`src/rtl/mem_bus_arbiter.sv`:
```
// Two-port memory bus arbiter: shares one request/ack bus between instruction
// fetch and data access, with data priority, back-to-back alternation and a wait timeout.
module mem_bus_arbiter #(
  parameter int ADDR_WIDTH     = 32,
  parameter int DATA_WIDTH     = 32,
  parameter int SEL_WIDTH      = 4,
  parameter int TIMEOUT_CYCLES = 16
) (
  input  logic                  clock,
  input  logic                  reset,

  input  logic                  inst_req,
  input  logic [ADDR_WIDTH-1:0] inst_addr,
  output logic [DATA_WIDTH-1:0] inst_rdata,
  output logic                  inst_ready,

  input  logic                  data_req,
  input  logic                  data_we,
  input  logic [SEL_WIDTH-1:0]  data_sel,
  input  logic [ADDR_WIDTH-1:0] data_addr,
  input  logic [DATA_WIDTH-1:0] data_wdata,
  output logic [DATA_WIDTH-1:0] data_rdata,
  output logic                  data_ready,

  output logic                  bus_req,
  output logic                  bus_we,
  output logic [SEL_WIDTH-1:0]  bus_sel,
  output logic [ADDR_WIDTH-1:0] bus_addr,
  output logic [DATA_WIDTH-1:0] bus_wdata,
  input  logic [DATA_WIDTH-1:0] bus_rdata,
  input  logic                  bus_ack,

  output logic                  stall_from_inst,
  output logic                  stall_from_data,
  output logic                  timeout_error
);

  typedef enum logic [1:0] {
    IDLE    = 2'd0,
    GRANT_I = 2'd1,
    GRANT_D = 2'd2
  } state_t;

  localparam logic [7:0] LAST_WAIT = 8'(TIMEOUT_CYCLES - 1);

  state_t     state;
  logic [7:0] wait_count;

  logic inst_pending;
  logic data_pending;
  logic granted;
  logic timed_out;
  logic done;
  logic start_d;
  logic start_i;
  logic release_bus;

  // A requester's req is not a new request in the cycle its ready pulse is high.
  assign inst_pending    = inst_req & ~inst_ready;
  assign data_pending    = data_req & ~data_ready;
  assign stall_from_inst = inst_pending;
  assign stall_from_data = data_pending;

  // NOTE: every signal gets a default at the top of always_comb so no path
  // leaves it unassigned, which would otherwise infer a latch.
  always_comb begin
    granted     = 1'b0;
    timed_out   = 1'b0;
    done        = 1'b0;
    start_d     = 1'b0;
    start_i     = 1'b0;
    release_bus = 1'b0;

    granted   = (state == GRANT_I) || (state == GRANT_D);
    // An ack in the final wait cycle wins over the timeout.
    timed_out = granted && !bus_ack && (wait_count == LAST_WAIT);
    done      = granted && (bus_ack || timed_out);

    case (state)
      IDLE: begin
        start_d = data_pending;
        start_i = !data_pending && inst_pending;
      end
      GRANT_I: start_d = bus_ack && data_pending;
      GRANT_D: start_i = bus_ack && inst_pending;
      default: ;
    endcase

    release_bus = done && !start_d && !start_i;
  end

  // NOTE: sequential state uses non-blocking assignments only, so every
  // register samples the pre-edge values regardless of statement order.
  always_ff @(posedge clock or negedge reset) begin
    if (!reset) begin
      state         <= IDLE;
      wait_count    <= '0;
      bus_req       <= 1'b0;
      bus_we        <= 1'b0;
      bus_sel       <= '0;
      bus_addr      <= '0;
      bus_wdata     <= '0;
      inst_rdata    <= '0;
      data_rdata    <= '0;
      inst_ready    <= 1'b0;
      data_ready    <= 1'b0;
      timeout_error <= 1'b0;
    end else begin
      inst_ready <= 1'b0;
      data_ready <= 1'b0;

      if (start_d) begin
        state      <= GRANT_D;
        wait_count <= '0;
        bus_req    <= 1'b1;
        bus_we     <= data_we;
        bus_sel    <= data_sel;
        bus_addr   <= data_addr;
        bus_wdata  <= data_wdata;
      end else if (start_i) begin
        state      <= GRANT_I;
        wait_count <= '0;
        bus_req    <= 1'b1;
        bus_we     <= 1'b0;
        bus_sel    <= '1;
        bus_addr   <= inst_addr;
        bus_wdata  <= '0;
      end else if (release_bus) begin
        state   <= IDLE;
        bus_req <= 1'b0;
      end else if (granted) begin
        wait_count <= wait_count + 8'd1;
      end

      if (done && state == GRANT_I) begin
        inst_ready <= 1'b1;
        inst_rdata <= bus_ack ? bus_rdata : '0;
      end

      // Write completions leave data_rdata holding the last load result.
      if (done && state == GRANT_D) begin
        data_ready <= 1'b1;
        if (!bus_ack)
          data_rdata <= '0;
        else if (!bus_we)
          data_rdata <= bus_rdata;
      end

      if (timed_out)
        timeout_error <= 1'b1;
    end
  end

endmodule

```
`config.mk`:
```
export PLATFORM = sky130hd
export DESIGN_NAME = mem_bus_arbiter
export DESIGN_NICKNAME = d
export VERILOG_FILES = /design/src/rtl/mem_bus_arbiter.sv
export SDC_FILE = /design/constraint.sdc
export NUM_CORES = 1
export LEC_CHECK = 0
export ABC_CLOCK_PERIOD_IN_PS = 2800
export CAP_MARGIN = 20
export CORE_MARGIN = 2
export CORE_UTILIZATION = 30
export CTS_CLUSTER_DIAMETER = 40
export DETAILED_ROUTE_END_ITERATION = 10
export MAX_ROUTING_LAYER = met4
export PLACE_DENSITY = 0.61
export SYNTH_ARGS = -nofsm -noshare
export SYNTH_HDL_FRONTEND = slang
export SYNTH_SLANG_ARGS = --single-unit
```
`constraint.sdc`:
```
create_clock -name clock -period 2.8 [get_ports clock]
set_input_delay 0.56 -clock clock [delete_from_list [all_inputs] [get_ports clock]]
set_output_delay 0.56 -clock clock [all_outputs]
set_load 0.01 [all_outputs]
```
==> results of run 1 <==
[worst reg2reg max path, delay by kind of cell, from the launching register on]
family	cells	cell delay (ps)
and+or+nand+nor	2	970
AOI/OAI and AO/OA	2	590
DFF	1	440
[cell type report]
type	count	area, um^2
fillers	1763	9780
flip-flops and latches	147	3680
repair buffers	289	2910
multi-input cells	294	1970
clock buffers	19	443
well taps	265	332
clock inverters	13	196
inverters	6	22.5
[layer usage]
metal  part of all wire  global-route usage  up-vias
li1                   -                   -     2333
met1               0.42               0.223     2535
met2               0.48               0.284      229
met3              0.086              0.0620       16
met4              0.013              0.0444        0
met5                  0                   -        -
[synthesized netlist by cell type (2+ instances only)]
cell and instances:
o21ai_0 3, xnor2_1 6, o21a_1 2, clkbuf_1 19
ha_1 4, dfrtp_1 147, nand2b_1 4, nor2_1 10
nand2_1 70, a21oi_1 2, buf_6 9, inv_1 6
a22o_1 95, o22a_1 4, buf_2 9, and3_1 2
nor3_1 36, a31oi_1 32, nand3_1 2, a22o_2 2
nor2b_1 2
[final timing paths]
kind                                from  slack (ps)               to  cells past startpoint
setup / recovery                data_req         340  stall_from_data                      3
hold / removal                     reset         100   data_rdata[27]                      1
setup reg to reg           wait_count[4]         690    data_rdata[5]                      4
hold reg to reg            timeout_error         480    timeout_error                      2
max in group asynchronous          reset        1910   inst_rdata[17]                      2
min in group clock         timeout_error         480    timeout_error                      2
[cell families (layout without fill, tap and decap cells)]
logic type / count (synthesis) / in the layout / share of synthesized area
xor gates and xnor gates: 6 / 6 / 0.00896
adders and majority gates: 4 / 4 / 0.00853
DFF: 147 / 147 / 0.627
AOI/OAI and AO/OA: 151 / 151 / 0.210
and+or+nand+nor: 133 / 133 / 0.103
buffers and inverters: 44 / 327 / 0.0416
[placed cells by master, fill, tap and decap left out, drive strengths merged, types with 6 or more instances in the layout]
| cell | netlist | final |
|---|---|---|
| nor2 | 11 | 11 |
| nor3 | 36 | 36 |
| xnor2 | 6 | 6 |
| a31oi | 32 | 32 |
| a22o | 97 | 97 |
| dfrtp | 147 | 147 |
| nand2 | 70 | 70 |
| buf | 19 | 14 |
| clkbuf | 19 | 19 |
| clkdlybuf4s50 | 0 | 275 |
| inv | 6 | 10 |
[power by group]
part	leakage (uW)	internal [uW]	switching (uW)
Sequential	0.00181	3040	534
Clock	0.000310	1530	928
Combinational	0.00194	2640	2120
Total	0.00406	7210	3580
[registers in the layout (all words and copies together) (netlist names)]
register	cells
wait_count	8
inst_rdata	32
bus_sel	4
data_rdata	32
bus_addr	32
data_ready	1
state	2
bus_wdata	32
inst_ready	1
timeout_error	1
bus_req	1
bus_we	1
[metrics by stage]
step           instance area [um^2]  instances
2_1_floorplan                  5870        485
3_3_place_gp                   8910       1001
3_5_place_dp                   8910       1001
4_1_cts                        9550       1033
5_1_grt                        9550       1033
6_report                       9550       1033
==> run summary, run 1 <==
Syn Nets: 627
Crit path max fanout: 2
Top Ports: 277
Setup crit start kind: primary input
Area Overhead vs Synth: 62.8%
Max Fclk: 406 MHz
Tcrit/Tclk final: 0.880
Drt first pass iters: 4
Via density: 4.95
TritonCTS clock tree: built
Vias in the first global route: 5169
Synth cell types: 40
Pins Over Slew Limit: 0
CTS H-tree lvls: 4
Crit path DAT: 1900 ps
First-pass GRT wire length: 27.9 mm
FF+latch count, synth: 147
Clk_skew: 13.0 ps
Crit-path leading delay family: buffers and inverters
Share of the yosys chip area belonging to registers: 0.627
N_diodes: 0
Initial antenna violation count: 0
Tmin final: 2460 ps
Slew @ Worst Pin: 679 ps
Pre-CTS setup slack: 311 ps
Core area: 19300 um^2
Number of DRC markers in iteration 0: 230
GRT Util Overall: 0.180
Top cells by area, synth: dfrtp_1 63%, a22o_1 14%, nand2_1 4.5%
# clock sinks: 147
Worst stage delay on the critical path: 630 ps
WS Path Type: primary input to output pin
Warnings from Yosys: 0
Via count: 5113
Mapped Area: 5870 um^2
Dpl hpwl: 12.6 mm
Root Driver: clkbuf_16
Mapped Avg Cell Area: 12.1 um^2
Routed WL: 17.9 mm
GPL Wtd Cong: 0.782
Unrepaired setup endpoints after global routing: false
Most common cell type on the critical path: clkdlybuf4s50_1
Max-cap violations: 0
Clock transition at path regs: 60 ps
Grt ovf: 0
Primary FF master, synth: dfrtp_1
Area leader, netlist: dfrtp_1
Row count: 51
Worst vdd ir: 0.505 mV
EDFF count, synth: 0
Die height: 144 um
Leakage: 0.00406 uW
Hold-fix buffers at CTS: 0
Min Hold Slack: 99.3 ps
Buffers & Inverters on Critical Path: 2
Maximum root-to-sink buffer count: 2
Starting Density: 0.303
Relative slew slack: 0.543
Die area: 20700 um^2
Post-DRT Antenna Nets: 0
Total Power: 10800 uW
Largest net degree at the start of global routing: 68
# DRC: 0
CP required: 2240 ps
Slowest CP cell: clkdlybuf4s50_1
Ys async rst share: 1.00
Layout cells sized above 1: 0.0755
WL per Instance: 17.3 um
Synth Instances: 485
Crit. End Element: output pin
Port Buffers: 276
PostCTS Resize Cnt: 0
PD cells: 1130 nW/um^2
Num CTS Buffers: 17
Postcts setup bufs: 0
Clk Latency, worst-skew pair: 420 ps
Final WS setup: 335 ps
Setup TNS after final layout: 0 ps
Synth top area share: 0.627
Hold WC Path Type: primary input to async pin
Final design utilization: 0.494
Width of the die: 144 um
Final Hold Viols: 0
Status: finished clean
Nets: 897
Critical path, cell by cell: clkdlybuf4s50_1 > nor2b_1 > clkdlybuf4s50_1
Setup Viol. Count Final: 0
No activity file was read; power rests on OpenSTA's default activity.
==> run 2, diff against run 1 <==
--- a/config.mk
+++ b/config.mk
@@ -13,6 +13,7 @@
 export DETAILED_ROUTE_END_ITERATION = 10
 export MAX_ROUTING_LAYER = met4
 export PLACE_DENSITY = 0.61
+export RECOVER_POWER = 25
 export SYNTH_ARGS = -nofsm -noshare
 export SYNTH_HDL_FRONTEND = slang
 export SYNTH_SLANG_ARGS = --single-unit
==> run 2 against run 1 <==
Clock power barely moved. Critical endpoint unchanged. Cell count did not move. Cell area fell by 0.22%. Via count rose by 0.18%. Power barely moved. Utilization fell by 0.11 points. Sequential power barely moved. Combinational power barely moved. Maximum frequency barely moved. Worst setup slack barely moved. Clock skew barely moved. Highest routed layer unchanged. Global-route usage did not move. Critical path type unchanged.
==> run summary, run 2 (same netlist as run 1, synthesis figures left out) <==
Maximum root-to-sink buffer count: 2 (unchanged)
Postcts setup bufs: 0 (unchanged)
Nets: 897 (unchanged)
Slew @ Worst Pin: 1400 ps (+722 ps)
# clock sinks: 147 (unchanged)
Tmin final: 2460 ps (-0.105 ps)
Crit path max fanout: 2 (unchanged)
Num CTS Buffers: 17 (unchanged)
GRT met1 Usage: 0.223 (unchanged)
Tcrit/Tclk final: 0.880 (about the same)
Die area: 20700 um^2 (unchanged)
FF-to-FF End: data_rdata[5]
Status: finished clean
Port Buffers: 276 (unchanged)
Hold WC Path Type: primary input to async pin
PostCTS Resize Cnt: 0 (unchanged)
PD cells: 1130 nW/um^2 (+0.20%)
Dpl hpwl: 12.6 mm (unchanged)
Max Fclk: 406 MHz (about the same)
CP required: 2240 ps (about the same)
Final Hold Viols: 0 (unchanged)
Row count: 51 (unchanged)
Most frequent cells in the layout: 275 x clkdlybuf4s50_1, 147 x dfrtp_1, 95 x a22o_1, 70 x nand2_1, 36 x nor3_1
Layout cells sized above 1: 0.0755 (unchanged)
Slowest CP cell: clkdlybuf4s50_1
# DRC: 0 (unchanged)
Routed WL: 17.9 mm (about the same)
Largest net degree at the start of global routing: 68 (unchanged)
Crit. End Element: output pin
Top Ports: 277 (unchanged)
Die height: 144 um (unchanged)
First-pass GRT wire length: 27.9 mm (unchanged)
Crit Reg-Reg Startpoint: wait_count[4]
N_diodes: 0 (unchanged)
Clk Latency, worst-skew pair: 420 ps (about the same)
Initial antenna violation count: 0 (unchanged)
Fill cells: 1767 (+0.23%)
Worst setup startpoint: data_req
GR met2 Demand/Resource: 0.284 (unchanged)
Post-DRT Antenna Nets: 0 (unchanged)
Area Overhead vs Synth: 62.5%
Number of DRC markers in iteration 0: 229 (-0.43%)
Leakage: 0.00406 uW (-0.18%)
Drt first pass iters: 4 (unchanged)
Setup Viol. Count Final: 0 (unchanged)
Root Driver: clkbuf_16
Most common cell type on the critical path: clkdlybuf4s50_1
GRT Util Overall: 0.180 (unchanged)
Grt met3 use: 0.0620 (unchanged)
Via density: 4.96 (+0.18%)
GPL Wtd Cong: 0.782 (unchanged)
Clk_skew: 12.7 ps (-0.249 ps)
CTS H-tree lvls: 4 (unchanged)
Width of the die: 144 um (unchanged)
Hold-fix buffers at CTS: 0 (unchanged)
Critical path, cell by cell: clkdlybuf4s50_1 > nor2b_1 > clkdlybuf4s50_1
Worst vdd ir: 0.505 mV (about the same)
Starting Density: 0.303 (unchanged)
Setup crit start kind: primary input
Via count: 5122 (+0.18%)
Grt ovf: 0 (unchanged)
WL per Instance: 17.3 um (about the same)
Unrepaired setup endpoints after global routing: false
Pins Over Slew Limit: 0 (unchanged)
GRT Max-Usage Layer: met2
Core area: 19300 um^2 (unchanged)
Clock transition at path regs: 60 ps (about the same)
Most common cell after layout, fill and taps aside: clkdlybuf4s50_1
Worst Setup EP: stall_from_data
Max-cap violations: 0 (unchanged)
WS Path Type: primary input to output pin
TritonCTS clock tree: built
Worst r2r path cells: 4 (unchanged)
R2R setup slack: 690 ps (about the same)
Vias in the first global route: 5169 (unchanged)
Final design utilization: 0.493 (-0.00110)
Crit path DAT: 1900 ps (about the same)
Relative slew slack: 0.0660 (-0.477)
Worst stage delay on the critical path: 630 ps (about the same)
Setup TNS after final layout: 0 ps (unchanged)
-- run 2: changes by cell type in the layout (fill, tap and decap cells not counted) --
cell	delta
buf_4	-1
clkbuf_2	+2
buf_12	-1
clkbuf_4	+1
buf_6	-1
-- run 2: layer usage --
layer	vias to the layer above	wire length (um)
met5	-	0
met4	0	233
met3	16	1520
met2	226	8550
met1	2544	7610
li1	2336	-
-- run 2: worst max-delay path: cells and delay by family --
kind          cells  cell delay [ps]
buf+inv           2             1090
simple gates      1              250
-- run 2: layout make-up --
cell class | count | area (um^2) | share of cell area
Timing Repair Buffer | 289 | 2890 | 0.303
Sequential cell | 147 | 3680 | 0.386
Inverter | 6 | 22.5 | 0.00236
Multi-Input combinational cell | 294 | 1970 | 0.206
Clock inverter | 13 | 196 | 0.0206
Clock buffer | 19 | 443 | 0.0465
Tap cell | 265 | 332 | 0.0348
-- run 2: through the flow --
step / hold WS (ps) / setup slack (ps) / total power [uW] / cell area (um^2) / instances
floorplan: 264 / 926 / 5800 / 5870 / 485
global placement: 466 / 348 / 8310 / 8910 / 1001
detailed placement: 469 / 311 / 8400 / 8910 / 1001
CTS: 107 / 311 / 10900 / 9550 / 1033
global route: 503 / 147 / 11500 / 9530 / 1033
finish: 463 / 335 / 10800 / 9530 / 1033
-- run 2: worst min-delay path by stage --
stage,start,to,cells past startpoint
6_report,reset,data_rdata[27],1
5_1_grt,bus_req,bus_req,1
4_1_cts,reset,data_rdata[27],1
3_5_place_dp,bus_req,bus_req,1
3_3_place_gp,bus_req,bus_req,1
2_1_floorplan,reset,bus_addr[0],0
-- run 2: report_power, final --
part	leakage [uW]	internal, uW	switching, uW
logic	0.00193	2640	2120
clock network	0.000310	1530	929
registers	0.00181	3040	535
total	0.00406	7210	3580
